**config.mk**
```make
export PLATFORM = sky130hd
export DESIGN_NAME = pcm_ddr_recorder
export DESIGN_NICKNAME = d
export VERILOG_FILES = /design/src/rtl/pcm_recorder_pkg.sv /design/src/rtl/pcm_sample_packer.sv /design/src/rtl/pcm_ddr_recorder.sv
export SDC_FILE = /design/constraint.sdc
export NUM_CORES = 1
export LEC_CHECK = 0
export ABC_CLOCK_PERIOD_IN_PS = 4500
export CAP_MARGIN = 30
export CORE_MARGIN = 3
export CORE_UTILIZATION = 55
export DETAILED_ROUTE_END_ITERATION = 10
export PLACE_DENSITY = 0.8
export SYNTH_ARGS = -nofsm -noshare
export SYNTH_HDL_FRONTEND = slang
export SYNTH_SLANG_ARGS = --single-unit
```
**constraint.sdc**
```tcl
create_clock -name clk_i -period 4.5 [get_ports clk_i]
set_input_delay 1.125 -clock clk_i [delete_from_list [all_inputs] [get_ports clk_i]]
set_output_delay 1.125 -clock clk_i [all_outputs]
set_load 0.05 [all_outputs]
```
**src/rtl/pcm_recorder_pkg.sv**
```systemverilog
// Shared types and helpers for the PCM DDR recorder: state encoding,
// word/lane geometry and circular-buffer address stepping.
package pcm_recorder_pkg;

  localparam int WORD_LANES     = 4;
  localparam int SAMPLE_WIDTH   = 16;
  localparam int DDR_ADDR_WIDTH = 27;
  localparam int WORD_WIDTH     = WORD_LANES * SAMPLE_WIDTH;
  localparam int LANE_BITS      = 2;
  localparam int COUNT_WIDTH    = 24;

  typedef enum logic [2:0] {
    IDLE,
    RECORD,
    FLUSH,
    RD_REQ,
    RD_WAIT,
    RD_OUT
  } recorder_state_t;

  // Advance a byte pointer by one 64-bit word, wrapping back to the
  // region base once the end of the region is reached.
  function automatic logic [DDR_ADDR_WIDTH-1:0] next_address(
    input logic [DDR_ADDR_WIDTH-1:0] ptr,
    input logic [DDR_ADDR_WIDTH-1:0] base,
    input logic [DDR_ADDR_WIDTH-1:0] limit
  );
    logic [DDR_ADDR_WIDTH-1:0] incr;
    incr = ptr + DDR_ADDR_WIDTH'(8);
    return (incr == limit) ? base : incr;
  endfunction

  // Pick one 16-bit lane out of a packed 64-bit word.
  function automatic logic [SAMPLE_WIDTH-1:0] lane_sample(
    input logic [WORD_WIDTH-1:0] word,
    input logic [LANE_BITS-1:0]  lane
  );
    return word[SAMPLE_WIDTH*lane +: SAMPLE_WIDTH];
  endfunction

endpackage

```
**src/rtl/pcm_sample_packer.sv**
```systemverilog
// Packs 16-bit samples into a 4-lane 64-bit word. word_ready_o pulses in
// the cycle the word is complete (4th sample or a flush of a partial
// word); word_o is the word to write in that cycle, unused lanes zeroed.
module pcm_sample_packer
  import pcm_recorder_pkg::*;
(
  input  logic                    clk_i,
  input  logic                    rst_n_i,
  input  logic                    clear_i,
  input  logic                    flush_i,
  input  logic                    valid_i,
  input  logic [SAMPLE_WIDTH-1:0] sample_i,
  output logic [WORD_WIDTH-1:0]   word_o,
  output logic                    word_ready_o,
  output logic [LANE_BITS-1:0]    lane_o
);

  logic [WORD_WIDTH-1:0] pack_q, pack_d;
  logic [LANE_BITS-1:0]  lane_q, lane_d;

  // Insert samples lane by lane, emit the word on completion or flush.
  always_comb begin
    pack_d       = pack_q;
    lane_d       = lane_q;
    word_o       = pack_q;
    word_ready_o = 1'b0;
    if (clear_i) begin
      pack_d = '0;
      lane_d = '0;
    end else if (flush_i) begin
      for (int i = 0; i < WORD_LANES; i++) begin
        if (i >= int'(lane_q)) word_o[SAMPLE_WIDTH*i +: SAMPLE_WIDTH] = '0;
      end
      word_ready_o = (lane_q != '0);
      pack_d       = '0;
      lane_d       = '0;
    end else if (valid_i) begin
      word_o[SAMPLE_WIDTH*lane_q +: SAMPLE_WIDTH] = sample_i;
      lane_d = lane_q + 2'd1;
      if (lane_q == 2'd3) begin
        word_ready_o = 1'b1;
        pack_d       = '0;
      end else begin
        pack_d = word_o;
      end
    end
  end

  // Pack register and lane counter; a reset discards any partial word.
  always_ff @(posedge clk_i or negedge rst_n_i) begin
    if (!rst_n_i) begin
      pack_q <= '0;
      lane_q <= '0;
    end else begin
      pack_q <= pack_d;
      lane_q <= lane_d;
    end
  end

  assign lane_o = lane_q;

endmodule

```
**src/rtl/pcm_ddr_recorder.sv**
```systemverilog
// PCM recorder/player in front of ddr_interface. Records 16-bit samples
// as packed 64-bit words into a circular DDR region and plays them back.
// Build option: define PCM_RECORDER_LOOP_EN to make playback loop over the
// stored words until playback_i falls; otherwise it stops after the last.
module pcm_ddr_recorder
  import pcm_recorder_pkg::*;
#(
  parameter logic [DDR_ADDR_WIDTH-1:0] BASE_ADDRESS = 27'h0,
  parameter int unsigned               BUFFER_SIZE  = 2**20
) (
  input  logic                      clk_i,
  input  logic                      rst_n_i,
  input  logic                      record_i,
  input  logic                      playback_i,
  input  logic [SAMPLE_WIDTH-1:0]   sample_i,
  input  logic                      sample_valid_i,
  output logic [SAMPLE_WIDTH-1:0]   sample_o,
  output logic                      sample_valid_o,
  input  logic                      sample_request_i,
  output logic [COUNT_WIDTH-1:0]    stored_words_o,
  output logic                      busy_o,
  input  logic                      ready_i,
  output logic                      write_o,
  output logic [DDR_ADDR_WIDTH-1:0] write_address_o,
  output logic [WORD_WIDTH-1:0]     write_data_o,
  output logic                      read_o,
  output logic [DDR_ADDR_WIDTH-1:0] read_address_o,
  input  logic                      read_valid_i,
  input  logic [WORD_WIDTH-1:0]     read_data_i,
  output logic                      pull_data_o
);

  localparam logic [DDR_ADDR_WIDTH-1:0] END_ADDRESS =
    BASE_ADDRESS + DDR_ADDR_WIDTH'(BUFFER_SIZE);
  localparam logic [COUNT_WIDTH-1:0] MAX_WORDS = COUNT_WIDTH'(BUFFER_SIZE / 8);

  recorder_state_t             state_q, state_d;
  logic [DDR_ADDR_WIDTH-1:0]   wr_ptr_q, wr_ptr_d, rd_ptr_q, rd_ptr_d, rd_ptr_next;
  logic [COUNT_WIDTH-1:0]      stored_q, stored_d, rd_count_q, rd_count_d, rd_count_next;
  logic [LANE_BITS-1:0]        rd_lane_q, rd_lane_d, rd_lane_inc;
  logic [WORD_WIDTH-1:0]       unpack_q, unpack_d;
  logic                        write_q, write_d, read_q, read_d, pull_q, pull_d;
  logic                        sample_valid_q, sample_valid_d, busy_q, busy_d;
  logic [DDR_ADDR_WIDTH-1:0]   write_addr_q, write_addr_d, read_addr_q, read_addr_d;
  logic [WORD_WIDTH-1:0]       write_data_q, write_data_d;
  logic [SAMPLE_WIDTH-1:0]     sample_q, sample_d;

  logic                        pk_clear, pk_flush, pk_valid, pk_word_ready;
  logic [WORD_WIDTH-1:0]       pk_word;
  logic [LANE_BITS-1:0]        pk_lane;

  assign pk_clear = (state_q == IDLE) && ready_i && record_i;
  assign pk_valid = (state_q == RECORD) && record_i && sample_valid_i;
  assign pk_flush = (state_q == FLUSH);

  pcm_sample_packer u_packer (
    .clk_i        (clk_i),
    .rst_n_i      (rst_n_i),
    .clear_i      (pk_clear),
    .flush_i      (pk_flush),
    .valid_i      (pk_valid),
    .sample_i     (sample_i),
    .word_o       (pk_word),
    .word_ready_o (pk_word_ready),
    .lane_o       (pk_lane)
  );

  // Next-state, pointer, command and unpack logic for the whole recorder.
  always_comb begin
    state_d        = state_q;
    wr_ptr_d       = wr_ptr_q;
    rd_ptr_d       = rd_ptr_q;
    stored_d       = stored_q;
    rd_count_d     = rd_count_q;
    rd_lane_d      = rd_lane_q;
    unpack_d       = unpack_q;
    write_d        = 1'b0;
    write_addr_d   = write_addr_q;
    write_data_d   = write_data_q;
    read_d         = 1'b0;
    read_addr_d    = read_addr_q;
    pull_d         = 1'b0;
    sample_d       = sample_q;
    sample_valid_d = sample_valid_q;
    rd_ptr_next    = next_address(rd_ptr_q, BASE_ADDRESS, END_ADDRESS);
    rd_count_next  = rd_count_q + 24'd1;
    rd_lane_inc    = rd_lane_q + 2'd1;

    case (state_q)
      IDLE: begin
        if (ready_i) begin
          if (record_i) begin
            state_d  = RECORD;
            wr_ptr_d = BASE_ADDRESS;
            stored_d = '0;
          end else if (playback_i && (stored_q != '0)) begin
            state_d     = RD_REQ;
            rd_ptr_d    = BASE_ADDRESS;
            rd_count_d  = '0;
            read_d      = 1'b1;
            read_addr_d = BASE_ADDRESS;
          end
        end
      end
      RECORD: begin
        if (!record_i) state_d = (pk_lane != '0) ? FLUSH : IDLE;
      end
      FLUSH: begin
        state_d = IDLE;
      end
      RD_REQ: begin
        state_d = playback_i ? RD_WAIT : IDLE;
      end
      RD_WAIT: begin
        if (read_valid_i) begin
          pull_d = 1'b1;
          if (playback_i) begin
            unpack_d  = read_data_i;
            rd_lane_d = '0;
            state_d   = RD_OUT;
          end else begin
            state_d = IDLE;
          end
        end
      end
      RD_OUT: begin
        if (!playback_i) begin
          sample_valid_d = 1'b0;
          state_d        = IDLE;
        end else if (!sample_valid_q) begin
          sample_valid_d = 1'b1;
          sample_d       = lane_sample(unpack_q, rd_lane_q);
        end else if (sample_request_i) begin
          rd_lane_d = rd_lane_inc;
          if (rd_lane_q == 2'd3) begin
            sample_valid_d = 1'b0;
            rd_ptr_d       = rd_ptr_next;
            rd_count_d     = rd_count_next;
            if (rd_count_next == stored_q) begin
`ifdef PCM_RECORDER_LOOP_EN
              rd_ptr_d    = BASE_ADDRESS;
              rd_count_d  = '0;
              state_d     = RD_REQ;
              read_d      = 1'b1;
              read_addr_d = BASE_ADDRESS;
`else
              state_d = IDLE;
`endif
            end else begin
              state_d     = RD_REQ;
              read_d      = 1'b1;
              read_addr_d = rd_ptr_next;
            end
          end else begin
            sample_d = lane_sample(unpack_q, rd_lane_inc);
          end
        end
      end
      default: state_d = IDLE;
    endcase

    if (pk_word_ready) begin
      write_d      = 1'b1;
      write_addr_d = wr_ptr_q;
      write_data_d = pk_word;
      wr_ptr_d     = next_address(wr_ptr_q, BASE_ADDRESS, END_ADDRESS);
      stored_d     = (stored_q == MAX_WORDS) ? stored_q : stored_q + 24'd1;
    end
  end

  assign busy_d = (state_d != IDLE);

  // State and registered outputs; reset aborts any transfer in progress.
  always_ff @(posedge clk_i or negedge rst_n_i) begin
    if (!rst_n_i) begin
      state_q        <= IDLE;
      wr_ptr_q       <= BASE_ADDRESS;
      rd_ptr_q       <= BASE_ADDRESS;
      stored_q       <= '0;
      rd_count_q     <= '0;
      rd_lane_q      <= '0;
      unpack_q       <= '0;
      write_q        <= 1'b0;
      write_addr_q   <= '0;
      write_data_q   <= '0;
      read_q         <= 1'b0;
      read_addr_q    <= '0;
      pull_q         <= 1'b0;
      sample_q       <= '0;
      sample_valid_q <= 1'b0;
      busy_q         <= 1'b0;
    end else begin
      state_q        <= state_d;
      wr_ptr_q       <= wr_ptr_d;
      rd_ptr_q       <= rd_ptr_d;
      stored_q       <= stored_d;
      rd_count_q     <= rd_count_d;
      rd_lane_q      <= rd_lane_d;
      unpack_q       <= unpack_d;
      write_q        <= write_d;
      write_addr_q   <= write_addr_d;
      write_data_q   <= write_data_d;
      read_q         <= read_d;
      read_addr_q    <= read_addr_d;
      pull_q         <= pull_d;
      sample_q       <= sample_d;
      sample_valid_q <= sample_valid_d;
      busy_q         <= busy_d;
    end
  end

  assign sample_o        = sample_q;
  assign sample_valid_o  = sample_valid_q;
  assign stored_words_o  = stored_q;
  assign busy_o          = busy_q;
  assign write_o         = write_q;
  assign write_address_o = write_addr_q;
  assign write_data_o    = write_data_q;
  assign read_o          = read_q;
  assign read_address_o  = read_addr_q;
  assign pull_data_o     = pull_q;

endmodule

```
==> impl_metrics.csv <==
group,metric,value,unit
floorplanning,dieArea,35300,sq um
clock_tree,numClockSinks,370,
setup_path,required,4.91,ns
min_path,hold_start,"write_address_o[15]$_DFFE_PN0P_",
clock_tree,clk_path_buf_depth,3,
timing,slew_viol_final,0,
place,dp_hpwl,33500,microns
min_path,whs_path_depth,2,
final_layout,final_cell_mix,"370 x dfrtp_1, 246 x clkdlybuf4s50_1, 241 x nand2_1",
synthesis,synth_cells,1820,
setup_path,path_class,"register to register",
timing,setup_violations,0,
synthesis,synth.avg_cell_area,10.0,sq um
global_routing,overflow,0,
floorplanning,core_area,32000,sq um
floorplanning,row_count,65,
route,vias,15113,
synthesis,synth_edf_count,0,
route,drc_errors,0,
route,wl,48900,microns
final_layout,n_fill_cell,2394,
clock_tree,post_cts_buffers,0,
power_and_ir_drop,ir_drop,0.343,mV
timing,finalWorstSetupSlack,0.539,ns
power_and_ir_drop,pwr_density_cell,465,nW/um^2
route,avgViaCountPerCell,6.06,
clock_tree,hold_buffers,0,
setup_path,cp-startpoint,"rd_count_q[0]$_DFFE_PN0P_",
timing,tightestPinTransition,1.06,ns
place,io_buffers,247,
min_path,hold_class,"register to register",
synthesis,syn_area,18200,sq um
setup_path,crit_path_end_kind,"register",
clock_tree,cts_buffers,40,
setup_path,cp_max_fo,24,
global_routing,grt_pass1_wl,79900,microns
route,drt_iter0_markers,1338,
clock_tree,tritoncts,"done",
final_layout,area.sequential,9260,sq um
final_layout,multi_input_area,8320,sq um
setup_path,arrival,4.37,ns
synthesis,yosys_warnings,0,
setup_path,worstReg2RegEnd,"read_address_o[0]$_DFFE_PN0P_",
timing,finalClockSkew,0.0104,ns
synthesis,ys_async_sr_fraction,100,%
global_routing,use_met2,45.3,%
global_routing,grt_use_total,27.5,%
floorplanning,die_height,188,microns
floorplanning,start_util,56.8,%
route,drt-pass1-iter-count,8,
final_layout,nets,2128,
synthesis,synth_ff_type,"dfrtp_1",
clock_tree,insertion_delay,0.54,ns
global_routing,antenna_found_initial,1,
timing,fin_crit_sh,88.0,%
synthesis,ys_ff_latch,370,
floorplanning,io_pins,251,
final_layout,layout_commonest_cell,"dfrtp_1",
global_routing,grt_pass1_vias,14877,
clock_tree,clkTransAtPathRegs,0.06,ns
setup_path,r2r_start,"rd_count_q[0]$_DFFE_PN0P_",
clock_tree,h-tree-depth,2,
place,pre_cts_ws,0.373,ns
clock_tree,cts_resized,0,
setup_path,r2r_cells,10,
final_layout,layout-drive-gt1-share,12.6,%
route,ant_nets,0,
synthesis,synth.area.top_cells,"dfrtp_1 51%, mux2_2 6.8%, nand2_1 5.0%",
global_routing,grtUsageMet1,36.7,%
timing,fin_tns_setup,0,ns
outcome,status,"finished clean",
global_routing,busiest_layer,"met2",
timing,fmax,252,MHz
final_layout,syn_to_final_growth,23.6,%
timing,finalHoldViolations,0,
synthesis,synth.distinct_cells,76,
synthesis,synth_top_area_share,50.9,%
place,place_congestion,0.921,
synthesis,ys_seq_area_share,50.9,%
power_and_ir_drop,leakage,9.96,nW
route,wl_per_cell,19.6,microns
clock_tree,cts_root_buffer,"clkbuf_16",
global_routing,grt_max_degree,130,
job,maxCapViolations,0,
setup_path,critPathLaunchType,"register",
setup_path,rrSetupSlack,0.54,ns
timing,slew_headroom,29.1,%
min_path,min_to,"write_address_o[15]$_DFFE_PN0P_",
timing,fin_crit,3.96,ns
synthesis,yosysTopAreaCell,"dfrtp_1",
floorplanning,dieWidth,188,microns
global_routing,gr-usage-met3,6.88,%
timing,grt_setup_unrepaired,"no",
==> worst max-delay path, stage by stage (launching register included) <==
cell,delay (ns)
dfrtp_1,0.47
ha_1,0.33
nand3_2,0.25
nor4_2,0.62
xnor2_1,0.18
nand2_1,0.09
or4_1,0.43
nor3_1,0.41
a21o_1,0.44
buf_12,0.24
mux2_2,0.35
==> power breakdown <==
part | total (mW) | switching (mW) | internal (mW)
clock | 3.40 | 1.36 | 2.03
combinational | 2.85 | 1.77 | 1.08
sequential | 4.22 | 0.393 | 3.83
==> metal layers <==
metal | share of wire [%] | routed length [microns]
met5 | 0 | 0
met4 | 2.5 | 1210
met3 | 9.0 | 4400
met2 | 48 | 23500
met1 | 41 | 19800
==> metrics by stage <==
stage               utilization (%)  cells  instance area [sq um]  power [mW]  hold WS (ns)
floorplan                         -   1822                  18200        6.06         0.463
global placement               65.9   2419                  21100        7.01         0.449
detailed placement             65.9   2421                  21100        7.12         0.456
CTS                            70.2   2493                  22500        10.5         0.469
global route                   70.2   2494                  22500        10.9         0.496
finish                         70.2   2494                  22500        10.5         0.465
==> synth_stat cells, types with 11 or more instances <==
library cell    n
a211oi_1       11
inv_1          36
mux4_2         16
ha_1           12
o22ai_1        18
buf_2          14
nand2_1       243
o21ai_0       106
nor3b_1        12
or3_1          17
o31ai_1        33
a221oi_1       25
nor4_1         14
nor2_1        187
dfrtp_1       370
xnor2_1        35
nor2b_1        15
nor3_1         44
clkbuf_1       93
mux2_2        110
xor2_1         53
a22oi_1        22
nand4_1        32
a21oi_1        68
a22o_1         38
and3_1         17
nand3_1        37
==> registers in the layout, summed over array words and instances (netlist names) <==
register and flops:
u_packer.lane_o 2, sample_valid_o 1, state_q 3, rd_ptr_q 27, stored_words_o 24, write_address_o 24, read_o 1, read_address_o 27
u_packer.pack_q 64, sample_o 16, pull_data_o 1, busy_o 1, rd_lane_q 2, write_data_o 64, unpack_q 64, wr_ptr_q 24
rd_count_q 24, write_o 1
==> layout make-up <==
class | instances | share of cell area (%)
Clock inverter | 18 | 1.17
Tap cell | 435 | 2.42
Inverter | 36 | 0.601
Antenna cell | 1 | 0.0111
Sequential cell | 370 | 41.2
Timing Repair Buffer | 290 | 12.8
Multi-Input combinational cell | 1290 | 37.0
Clock buffer | 54 | 4.90
==> kinds of logic (layout without fill, tap and decap cells) <==
family / Yosys count / in the layout / synth area share, %
flip-flops: 370 / 370 / 50.9
multiplexers: 132 / 132 / 9.12
AO/OA/AOI/OAI: 380 / 380 / 13.9
AND/OR/NAND/NOR: 675 / 675 / 17.4
other: 1 / 4 / 0.0206
XOR/XNOR: 88 / 88 / 4.23
adder cells (fa/ha/maj): 12 / 12 / 0.825
buffers and inverters: 162 / 398 / 3.71
==> how the worst max path moves through the flow <==
stage	end	cells after the start
2_1_floorplan	stored_words_o[19]$_DFFE_PN0P_	9
3_3_place_gp	u_packer.pack_q[14]$_DFFE_PN0P_	7
3_5_place_dp	read_address_o[6]$_DFFE_PN0P_	9
4_1_cts	read_address_o[0]$_DFFE_PN0P_	10
5_1_grt	read_address_o[18]$_DFFE_PN0P_	11
6_report	read_address_o[0]$_DFFE_PN0P_	10
(Power assumes the default switching activity.)
